[src/rtl/maxnet_if.sv]
// Host and PU-array signal bundle for the MaxNet iteration controller.
interface maxnet_if #(parameter int ITW = 8);
  logic            start;
  logic [31:0]     x0, x1, x2, x3;
  logic [31:0]     pu_a0, pu_a1, pu_a2, pu_a3;
  logic            pu_en1, pu_en2;
  logic [31:0]     pu_out0, pu_out1, pu_out2, pu_out3;
  logic            busy, done, no_winner, timeout;
  logic [1:0]      winner;
  logic [31:0]     winner_val;
  logic [ITW-1:0]  iter_count;

  modport slave (
    input  start, x0, x1, x2, x3, pu_out0, pu_out1, pu_out2, pu_out3,
    output pu_a0, pu_a1, pu_a2, pu_a3, pu_en1, pu_en2,
           busy, done, no_winner, timeout, winner, winner_val, iter_count
  );

  modport master (
    output start, x0, x1, x2, x3, pu_out0, pu_out1, pu_out2, pu_out3,
    input  pu_a0, pu_a1, pu_a2, pu_a3, pu_en1, pu_en2,
           busy, done, no_winner, timeout, winner, winner_val, iter_count
  );
endinterface

[src/rtl/maxnet_ctrl.sv]
// Iteration controller for a 4-neuron MaxNet: loads activations, pulses the
// PU product/result enables each pass, writes back a_new until one survives.
//
// state | meaning
// IDLE  | waiting for start
// LOAD  | capture x into activations, clear results
// CHECK | count nonzero activations, decide finish or another pass
// EN1   | PU product capture
// EN2   | PU result capture
// UPD   | write PU outputs back, bump iteration count
// DONE  | results valid, waiting for start
module maxnet_ctrl #(
  parameter int MAX_ITER = 64,
  parameter int ITW      = 8
) (
  input logic     clk,
  input logic     rst,
  maxnet_if.slave bus
);
  typedef enum logic [2:0] {IDLE, LOAD, CHECK, EN1, EN2, UPD, DONE} state_t;

  state_t          state, state_nxt;
  logic [31:0]     act [4];
  logic [31:0]     x_in [4];
  logic [31:0]     pu_in [4];
  logic [ITW-1:0]  iter_q;
  logic            no_winner_q, timeout_q;
  logic [1:0]      winner_q;
  logic [31:0]     winner_val_q;
  logic [2:0]      nz;
  logic [1:0]      nz_idx, max_idx;
  logic            iter_max;

  assign x_in[0]  = bus.x0;
  assign x_in[1]  = bus.x1;
  assign x_in[2]  = bus.x2;
  assign x_in[3]  = bus.x3;
  assign pu_in[0] = bus.pu_out0;
  assign pu_in[1] = bus.pu_out1;
  assign pu_in[2] = bus.pu_out2;
  assign pu_in[3] = bus.pu_out3;

  assign bus.pu_a0      = act[0];
  assign bus.pu_a1      = act[1];
  assign bus.pu_a2      = act[2];
  assign bus.pu_a3      = act[3];
  assign bus.no_winner  = no_winner_q;
  assign bus.timeout    = timeout_q;
  assign bus.winner     = winner_q;
  assign bus.winner_val = winner_val_q;
  assign bus.iter_count = iter_q;

  assign iter_max = (iter_q == ITW'(MAX_ITER));

  // Sign bit ignored so -0.0 counts as zero; ties on the max keep the lowest index.
  always_comb begin
    nz      = '0;
    nz_idx  = '0;
    max_idx = '0;
    for (int i = 0; i < 4; i++) begin
      if (act[i][30:0] != '0) begin
        nz     = nz + 3'd1;
        nz_idx = 2'(i);
      end
      if (act[i] > act[max_idx]) max_idx = 2'(i);
    end
  end

  always_ff @(posedge clk or posedge rst) begin
    if (rst) state <= IDLE;
    else     state <= state_nxt;
  end

  always_comb begin
    state_nxt  = state;
    bus.pu_en1 = 1'b0;
    bus.pu_en2 = 1'b0;
    bus.busy   = 1'b0;
    bus.done   = 1'b0;
    case (state)
      IDLE:  if (bus.start) state_nxt = LOAD;
      LOAD:  begin bus.busy = 1'b1; state_nxt = CHECK; end
      CHECK: begin
        bus.busy = 1'b1;
        if (nz <= 3'd1 || iter_max) state_nxt = DONE;
        else                        state_nxt = EN1;
      end
      EN1:   begin bus.busy = 1'b1; bus.pu_en1 = 1'b1; state_nxt = EN2; end
      EN2:   begin bus.busy = 1'b1; bus.pu_en2 = 1'b1; state_nxt = UPD; end
      UPD:   begin bus.busy = 1'b1; state_nxt = CHECK; end
      DONE:  begin bus.done = 1'b1; if (bus.start) state_nxt = LOAD; end
      default: state_nxt = IDLE;
    endcase
  end

  always_ff @(posedge clk or posedge rst) begin
    if (rst) begin
      for (int i = 0; i < 4; i++) act[i] <= '0;
      iter_q       <= '0;
      no_winner_q  <= 1'b0;
      timeout_q    <= 1'b0;
      winner_q     <= '0;
      winner_val_q <= '0;
    end else begin
      case (state)
        LOAD: begin
          for (int i = 0; i < 4; i++) act[i] <= x_in[i];
          iter_q       <= '0;
          no_winner_q  <= 1'b0;
          timeout_q    <= 1'b0;
          winner_q     <= '0;
          winner_val_q <= '0;
        end
        CHECK: begin
          if (nz == 3'd1) begin
            winner_q     <= nz_idx;
            winner_val_q <= act[nz_idx];
          end else if (nz == 3'd0) begin
            no_winner_q  <= 1'b1;
            winner_q     <= '0;
            winner_val_q <= '0;
          end else if (iter_max) begin
            timeout_q    <= 1'b1;
            winner_q     <= max_idx;
            winner_val_q <= act[max_idx];
          end
        end
        UPD: begin
          for (int i = 0; i < 4; i++) act[i] <= pu_in[i];
          if (!iter_max) iter_q <= iter_q + 1'b1;
        end
        default: ;
      endcase
    end
  end
endmodule

[src/flat_wrapper.sv]
// flat-port wrapper written by rule: the top's interface ports become plain ports
module maxnet_ctrl_flat 
#(
  parameter int MAX_ITER = 64,
  parameter int ITW      = 8
)
  (clk, rst, bus_start, bus_x0, bus_x1, bus_x2, bus_x3, bus_pu_out0, bus_pu_out1, bus_pu_out2, bus_pu_out3, bus_pu_a0, bus_pu_a1, bus_pu_a2, bus_pu_a3, bus_pu_en1, bus_pu_en2, bus_busy, bus_done, bus_no_winner, bus_timeout, bus_winner, bus_winner_val, bus_iter_count);
  maxnet_if #(.ITW(ITW)) bus_i ();
  input logic clk;
  input logic rst;
  input wire logic [$bits(bus_i.start)-1:0] bus_start;
  input wire logic [$bits(bus_i.x0)-1:0] bus_x0;
  input wire logic [$bits(bus_i.x1)-1:0] bus_x1;
  input wire logic [$bits(bus_i.x2)-1:0] bus_x2;
  input wire logic [$bits(bus_i.x3)-1:0] bus_x3;
  input wire logic [$bits(bus_i.pu_out0)-1:0] bus_pu_out0;
  input wire logic [$bits(bus_i.pu_out1)-1:0] bus_pu_out1;
  input wire logic [$bits(bus_i.pu_out2)-1:0] bus_pu_out2;
  input wire logic [$bits(bus_i.pu_out3)-1:0] bus_pu_out3;
  output wire logic [$bits(bus_i.pu_a0)-1:0] bus_pu_a0;
  output wire logic [$bits(bus_i.pu_a1)-1:0] bus_pu_a1;
  output wire logic [$bits(bus_i.pu_a2)-1:0] bus_pu_a2;
  output wire logic [$bits(bus_i.pu_a3)-1:0] bus_pu_a3;
  output wire logic [$bits(bus_i.pu_en1)-1:0] bus_pu_en1;
  output wire logic [$bits(bus_i.pu_en2)-1:0] bus_pu_en2;
  output wire logic [$bits(bus_i.busy)-1:0] bus_busy;
  output wire logic [$bits(bus_i.done)-1:0] bus_done;
  output wire logic [$bits(bus_i.no_winner)-1:0] bus_no_winner;
  output wire logic [$bits(bus_i.timeout)-1:0] bus_timeout;
  output wire logic [$bits(bus_i.winner)-1:0] bus_winner;
  output wire logic [$bits(bus_i.winner_val)-1:0] bus_winner_val;
  output wire logic [$bits(bus_i.iter_count)-1:0] bus_iter_count;
  assign bus_i.start = bus_start;
  assign bus_i.x0 = bus_x0;
  assign bus_i.x1 = bus_x1;
  assign bus_i.x2 = bus_x2;
  assign bus_i.x3 = bus_x3;
  assign bus_i.pu_out0 = bus_pu_out0;
  assign bus_i.pu_out1 = bus_pu_out1;
  assign bus_i.pu_out2 = bus_pu_out2;
  assign bus_i.pu_out3 = bus_pu_out3;
  assign bus_pu_a0 = bus_i.pu_a0;
  assign bus_pu_a1 = bus_i.pu_a1;
  assign bus_pu_a2 = bus_i.pu_a2;
  assign bus_pu_a3 = bus_i.pu_a3;
  assign bus_pu_en1 = bus_i.pu_en1;
  assign bus_pu_en2 = bus_i.pu_en2;
  assign bus_busy = bus_i.busy;
  assign bus_done = bus_i.done;
  assign bus_no_winner = bus_i.no_winner;
  assign bus_timeout = bus_i.timeout;
  assign bus_winner = bus_i.winner;
  assign bus_winner_val = bus_i.winner_val;
  assign bus_iter_count = bus_i.iter_count;
  maxnet_ctrl #(.MAX_ITER(MAX_ITER), .ITW(ITW)) u_core (.clk(clk), .rst(rst), .bus(bus_i));
endmodule
[config.mk]
export PLATFORM = sky130hd
export DESIGN_NAME = maxnet_ctrl_flat
export DESIGN_NICKNAME = d
export VERILOG_FILES = /design/src/rtl/maxnet_if.sv /design/src/rtl/maxnet_ctrl.sv /design/src/flat_wrapper.sv
export SDC_FILE = /design/constraint.sdc
export NUM_CORES = 1
export LEC_CHECK = 0
export BUFFER_PORTS_ARGS = -buffer_cell sky130_fd_sc_hd__buf_2
export CAP_MARGIN = 25
export CELL_PAD_IN_SITES_DETAIL_PLACEMENT = 0
export CELL_PAD_IN_SITES_GLOBAL_PLACEMENT = 1
export CORE_MARGIN = 2
export CORE_UTILIZATION = 40
export DETAILED_ROUTE_END_ITERATION = 7
export GPL_ROUTABILITY_DRIVEN = 0
export GPL_TIMING_DRIVEN = 0
export HOLD_SLACK_MARGIN = 0.08
export PLACE_DENSITY_LB_ADDON = 0.1
export RECOVER_POWER = 100
export REMOVE_ABC_BUFFERS = 1
export SKIP_LAST_GASP = 1
export SLEW_MARGIN = 20
export SYNTH_ARGS = -nofsm -noshare
export SYNTH_HDL_FRONTEND = slang
export SYNTH_SLANG_ARGS = --single-unit
[constraint.sdc]
create_clock -name clk -period 19.55 [get_ports clk]
set_input_delay 3.91 -clock clk [delete_from_list [all_inputs] [get_ports clk]]
set_output_delay 3.91 -clock clk [all_outputs]
set_load 0.1 [all_outputs]
==> results of run 1 <==
[critical path, stage by stage, from the launching register on]
cell and delay [ns]:
dfrtp_1 0.64, inv_1 0.10, ha_1 0.31, nand4_1 0.12
nor3_1 0.06, a221oi_1 0.23, o21ai_0 0.12, clkbuf_4 0.19
o21ai_0 2.42, buf_16 0.20, mux2i_1 0.27, ha_1 0.29
a21oi_1 0.16, o21ai_0 0.21, a221oi_1 0.28, o21ai_0 0.24
o21ai_0 1.38, clkbuf_1 1.09, nor2_1 0.07, a21o_1 0.22
ha_1 0.29, a21oi_1 0.15, o21ai_0 0.14, a221o_1 0.42
a2111o_1 0.48, o21ai_0 0.70, nand3_1 1.24, o211ai_1 0.61
[area by class of cell]
class	count	area, µm²
fillers	3026	15200
multi-input cells	1097	7370
flip-flops and latches	175	4380
repair buffers	454	2330
well taps	396	495
clock buffers	19	433
inverters	49	185
clock inverters	12	153
[per-layer routing]
metal	up-vias	global-route usage [%]	share of wire, %
met5	-	0	0
met2	397	44.9	49
li1	5916	-	-
met3	41	4.36	5.6
met1	5644	33.7	44
met4	0	5.95	1.7
[per-stage QoR]
stage | setup slack [ns] | instance area [µm²] | hold WS [ns]
floorplan | 8.50 | 12000 | 0.591
global placement | 3.49 | 14700 | 0.466
detailed placement | 10.61 | 15200 | 0.466
CTS | 10.59 | 15800 | 0.485
global route | 5.79 | 15300 | 0.521
finish | 6.74 | 15300 | 0.488
[worst paths after layout]
path / to / startpoint / slack, ns
max: u_core.bus.winner_val[30] / u_core.bus.pu_a0[22] / 6.74
min: u_core.bus.winner_val[5] / u_core.bus.winner_val[5] / 0.49
max reg2reg: u_core.bus.winner_val[30] / u_core.bus.pu_a0[22] / 6.74
min reg2reg: u_core.bus.winner_val[5] / u_core.bus.winner_val[5] / 0.49
max in group asynchronous: u_core.bus.winner_val[6] / rst / 8.94
min in group asynchronous: u_core.bus.pu_a0[21] / rst / 4.48
[layout by cell type, fill, tap and decap left out, types with 9 or more instances in the layout]
cell type,count
nor3_1,14
a21o_1,60
ha_1,101
buf_16,9
o211ai_1,30
o21ai_1,14
clkbuf_1,184
a31oi_1,9
nand3_1,24
a21oi_1,208
clkbuf_16,17
mux2i_1,160
inv_1,48
buf_2,255
nand2_1,67
nor4_1,30
nand4_1,32
nor2_1,215
dfrtp_1,175
o21ai_0,42
[cells by family (layout without fill, tap and decap cells)]
group	after synthesis	in the layout	share of synthesized area, %
and+or+nand+nor	420	420	15.4
buffers and inverters	128	534	4.23
xor gates and xnor gates	5	5	0.354
DFF	175	175	35.4
muxes	161	161	13.1
adders and majority gates	101	101	10.2
AOI/OAI and AO/OA	410	410	21.3
[state kept, by name (all words and copies together) (netlist names)]
signal and count:
u_core.bus.pu_a0 32, u_core.bus.pu_a1 32, u_core.bus.pu_a2 32, u_core.bus.pu_a3 32, u_core.bus.winner_val 32, u_core.bus.iter_count 8
u_core.state 3, u_core.bus.winner 2, u_core.bus.no_winner 1, u_core.bus.timeout 1
==> results.sh, run 1 <==
export IMPL_outcome="finished, violations left"
export IMPL_ys_seq_elements=175
export IMPL_layout_drive_gt1_share_pct=18.0
export IMPL_finalSetupTns_ns=0
export IMPL_htreeDepth=4
export IMPL_drt_wirelength_per_cell_um=19.4
export IMPL_start_util_pct=40.5
export IMPL_yosysMostFrequentCell="nor2_1"
export IMPL_ys_warn_count=0
export IMPL_fp_coreArea_mm2=0.0305
export IMPL_vias_per_cell=5.45
export IMPL_setup_viol=0
export IMPL_synth_area_per_cell_um2=8.83
export IMPL_grt_start_max_net_pins=97
export IMPL_post_route_drc_count=0
export IMPL_yosys_most_used_dff="dfrtp_1"
export IMPL_grt_util_all_layers_pct=25.9
export IMPL_worstSetupEndpointType="flip-flop"
export IMPL_cts_tree="yes"
export IMPL_diodes=0
export IMPL_synth_seq_area_share_pct=35.4
export IMPL_min_period_over_period_pct=65.5
export IMPL_utilization_pct=50.3
export IMPL_yosysTopAreaCell="dfrtp_1"
export IMPL_slew_headroom_pct=-249
export IMPL_async_flop_share_pct=100
export IMPL_antenna_found_initial=0
export IMPL_syn_area_mm2=0.0124
export IMPL_path_clk_slew_ns=0.08
export IMPL_synth_top_area_share_pct=35.4
export IMPL_synth_area_top_cells="dfrtp_1 35%, mux2i_1 13%, ha_1 10%, a21oi_1 8.4%, nor2_1 6.5%"
export IMPL_cts_resized=0
export IMPL_dp_cells=2169
export IMPL_routed_wl_mm=42.6
export IMPL_grt_overflow_total=0
export IMPL_cts_root_buffer="clkbuf_16"
export IMPL_fin_skew_ns=0.0198
export IMPL_clock_path_buffers=2
export IMPL_worstMarginPinSlew_ns=5.24
export IMPL_cp_max_fo=32
export IMPL_failed_checks="capacitance limit, slew limit"
export IMPL_crit_path_start_kind="flip-flop"
export IMPL_die_w_um=180
export IMPL_rsz0062_at_grt="false"
export IMPL_critical_path_class="flip-flop to flip-flop"
export IMPL_io_buffers=434
export IMPL_r2r_cells=27
export IMPL_post_route_min_period_ns=12.81
export IMPL_dieArea_mm2=0.0323
export IMPL_insertion_delay_ns=0.44
export IMPL_grt_pass1_wl_mm=66.2
export IMPL_hold_viol_final=0
export IMPL_ios=435
export IMPL_cts_buffers=17
export IMPL_cts_setup_buffers=0
export IMPL_critPathRequiredTime_ns=19.84
export IMPL_rows=64
export IMPL_final_cells=2202
export IMPL_num_vias=12000
export IMPL_maxCapViolCount=6
export IMPL_fin_nets=2154
export IMPL_grt_pass1_vias=11600
export IMPL_die_height_um=180
export IMPL_synthCells=1400
export IMPL_ys_types=61
export IMPL_drt_first_pass_iters=5
export IMPL_max_freq_mhz=78.1
export IMPL_drtIter0Drc=683
export IMPL_final_antenna_net_count=0
export IMPL_hold_depth=2
export IMPL_worstHoldPathType="flip-flop to flip-flop"
export IMPL_areaGrowthSynthToFinish_pct=24.2
export IMPL_synth_edff_count=0
export IMPL_slew_viol_final=270
export IMPL_cts_hold_buf=0
export IMPL_cts_sinks=175
export IMPL_synthTopCellsByCount="215 x nor2_1, 208 x a21oi_1, 175 x dfrtp_1"
export IMPL_dpl_hpwl_mm=33.2
export IMPL_arrival_ns=13.10
Power of run 1 is not shown: default switching activity piles up to over one toggle a cycle in this logic, so the estimate is an artifact.
==> inputs of run 2 (changes only) <==
--- a/config.mk
+++ b/config.mk
@@ -5,12 +5,13 @@
 export SDC_FILE = /design/constraint.sdc
 export NUM_CORES = 1
 export LEC_CHECK = 0
+export ABC_AREA = 1
 export BUFFER_PORTS_ARGS = -buffer_cell sky130_fd_sc_hd__buf_2
 export CAP_MARGIN = 25
 export CELL_PAD_IN_SITES_DETAIL_PLACEMENT = 0
 export CELL_PAD_IN_SITES_GLOBAL_PLACEMENT = 1
 export CORE_MARGIN = 2
-export CORE_UTILIZATION = 40
+export CORE_UTILIZATION = 36
 export DETAILED_ROUTE_END_ITERATION = 7
 export GPL_ROUTABILITY_DRIVEN = 0
 export GPL_TIMING_DRIVEN = 0
==> constraint.sdc (replaced) <==
create_clock -name clk -period 13.35 [get_ports clk]
set_input_delay 2.67 -clock clk [delete_from_list [all_inputs] [get_ports clk]]
set_output_delay 2.67 -clock clk [all_outputs]
set_load 0.1 [all_outputs]
==> run 2 against run 1 <==
The run still ends with capacitance limit, slew limit left. Clock-buffer cell count up 1. Critical path type unchanged. Critical path depth up 10. Sequential share of layout area down 2.2 points. Non-clock buffer count up 5. Clock skew down 0.0065 ns. Final cell count up 29%. Routed wire length up 39%. Worst hold slack worse by 0.0063 ns. Maximum frequency up 13%. Flip-flop and latch count unchanged. First-iteration DRC count up 37%. Setup slack worse by 4.7 ns.
==> results.sh, run 2 <==
export IMPL_outcome="finished, violations left"
export IMPL_failed_checks="capacitance limit, slew limit"
export IMPL_critPathRequiredTime_ns=13.71
export IMPL_worstSetupEndpointType="flip-flop"
export IMPL_dieArea_mm2=0.0389
export IMPL_maxCapViolCount=8
export IMPL_ios=435
export IMPL_reg2reg_to="u_core.bus.winner_val[28]"
export IMPL_clock_path_buffers=2
export IMPL_yosys_most_used_dff="dfrtp_1"
export IMPL_wl_met3_mm=3.72
export IMPL_rows=70
export IMPL_critPathSlowestCell="nand2_1"
export IMPL_r2r_slack_ns=2.05
export IMPL_drt_first_pass_iters=6
export IMPL_rsz0062_at_grt="false"
export IMPL_synth_edff_count=0
export IMPL_worstMarginPinSlew_ns=4.01
export IMPL_path_clk_slew_ns=0.08
export IMPL_insertion_delay_ns=0.47
export IMPL_async_flop_share_pct=100
export IMPL_top_layer="met5"
export IMPL_min_period_over_period_pct=84.6
export IMPL_max_freq_mhz=88.5
export IMPL_die_w_um=197
export IMPL_die_height_um=197
export IMPL_vias_per_cell=5.34
export IMPL_cpLargestDelayFamily="simple AND/OR/NAND/NOR gates"
export IMPL_fin_skew_ns=0.0133
export IMPL_cts_root_buffer="clkbuf_16"
export IMPL_start_util_pct=36.6
export IMPL_synth_area_top_cells="dfrtp_1 33%, nand2_1 18%, ha_1 9.4%, nand3_1 5.9%, inv_1 5.3%"
export IMPL_wl_met1_mm=25.8
export IMPL_grt_pass1_vias=14800
export IMPL_synthCells=1989
export IMPL_mostFrequentLayoutCell="nand2_1"
export IMPL_ys_warn_count=0
export IMPL_layout_drive_gt1_share_pct=15.6
export IMPL_crit_path_start_kind="flip-flop"
export IMPL_hold_viol_final=0
export IMPL_cp_max_fo=37
export IMPL_post_route_drc_count=0
export IMPL_path_common_cell="nand2_1"
export IMPL_routed_wl_mm=59.2
export IMPL_dpl_hpwl_mm=44.5
export IMPL_num_vias=15200
export IMPL_worstHoldStart="u_core.bus.winner_val[18]"
export IMPL_synthTopCellsByCount="630 x nand2_1, 191 x inv_1, 175 x dfrtp_1"
export IMPL_grt_pass1_wl_mm=87.8
export IMPL_hold_depth=2
export IMPL_wl_met2_mm=27.7
export IMPL_grt_util_all_layers_pct=30.0
export IMPL_cts_tree="yes"
export IMPL_yosysTopAreaCell="dfrtp_1"
export IMPL_yosysMostFrequentCell="nand2_1"
export IMPL_synth_top_area_share_pct=32.6
export IMPL_slew_viol_final=291
export IMPL_setup_viol=0
export IMPL_max_stage_delay_ns=1.43
export IMPL_final_antenna_net_count=0
export IMPL_antenna_found_initial=5
export IMPL_synth_area_per_cell_um2=6.76
export IMPL_worstPathBufferInverterCount=6
export IMPL_seqCellArea_mm2=0.00438
export IMPL_ys_seq_elements=175
export IMPL_r2r_cells=37
export IMPL_final_cell_mix="624 x nand2_1, 258 x buf_2, 189 x inv_1"
export IMPL_fin_nets=2717
export IMPL_cts_hold_buf=0
export IMPL_fillers=4010
export IMPL_r2r_start="u_core.bus.pu_a0[30]"
export IMPL_multi_input_area_mm2=0.00785
export IMPL_io_buffers=434
export IMPL_fp_coreArea_mm2=0.0367
export IMPL_worstHoldPathType="flip-flop to flip-flop"
export IMPL_min_delay_worst_endpoint="u_core.bus.winner_val[18]"
export IMPL_grt_start_max_net_pins=71
export IMPL_arrival_ns=11.66
export IMPL_cts_resized=0
export IMPL_drt_wirelength_per_cell_um=20.8
export IMPL_syn_area_mm2=0.0134
export IMPL_htreeDepth=4
export IMPL_post_route_min_period_ns=11.30
export IMPL_grt_overflow_total=0
export IMPL_areaGrowthSynthToFinish_pct=23.7
export IMPL_cts_buffers=17
export IMPL_cts_sinks=175
export IMPL_cts_setup_buffers=0
export IMPL_ys_types=40
export IMPL_slew_headroom_pct=-167
export IMPL_synth_seq_area_share_pct=32.6
export IMPL_critical_path_class="flip-flop to flip-flop"
export IMPL_finalSetupTns_ns=0
export IMPL_drtIter0Drc=935
-- run 2: through the flow --
stage               cells  util, %  setup slack [ns]  hold slack [ns]  cell area, µm²
floorplan            1879        -              3.28            0.570           13000
global placement     2781     42.8             -3.44            0.459           15700
detailed placement   2806     44.7              3.05            0.460           16400
CTS                  2838     46.3              3.04            0.480           17000
global route         2838     45.3              1.18            0.510           16600
finish               2841     45.3              2.05            0.482           16600
-- run 2: layer usage --
layer / GRT usage [%] / up-vias
li1: - / 7359
met1: 38.9 / 7154
met2: 49.9 / 563
met3: 5.46 / 90
met4: 11.4 / 4
met5: 0 / -
-- run 2: final cells by class --
class / instances / area share, %
multi-input combinational: 1502 / 47.2
sequential: 175 / 26.4
timing repair buffer: 459 / 14.7
inverter: 202 / 4.58
tap: 468 / 3.52
clock buffer: 20 / 2.75
clock inverter: 12 / 0.798
antenna: 3 / 0.0452
-- run 2: tightest hold or removal path, stage by stage, from the launching register on --
cell,delay [ns]
dfrtp_1,0.34
nand2_1,0.05
nand2_1,0.06
-- run 2: cell families after synthesis --
logic type / synth area share (%)
buffers and inverters: 9.23
AO/OA/AOI/OAI: 18.6
flip-flops: 32.6
adder cells (fa/ha/maj): 9.40
XOR/XNOR: 0.130
AND/OR/NAND/NOR: 30.0
-- run 2: how the worst max path moves through the flow --
stage,from,end,slack [ns],cells past startpoint
after floorplan,u_core.state[0],bus_busy,3.28,4
after global placement,u_core.state[0],u_core.bus.winner_val[19],-3.44,7
after detailed placement,u_core.bus.pu_a0[30],u_core.bus.winner_val[25],3.05,37
after CTS,u_core.bus.pu_a0[30],u_core.bus.winner_val[25],3.04,37
after global routing,u_core.bus.pu_a0[30],u_core.bus.winner_val[25],1.18,37
final,u_core.bus.pu_a0[30],u_core.bus.winner_val[28],2.05,37
Power of run 2 is left out for the same reason.
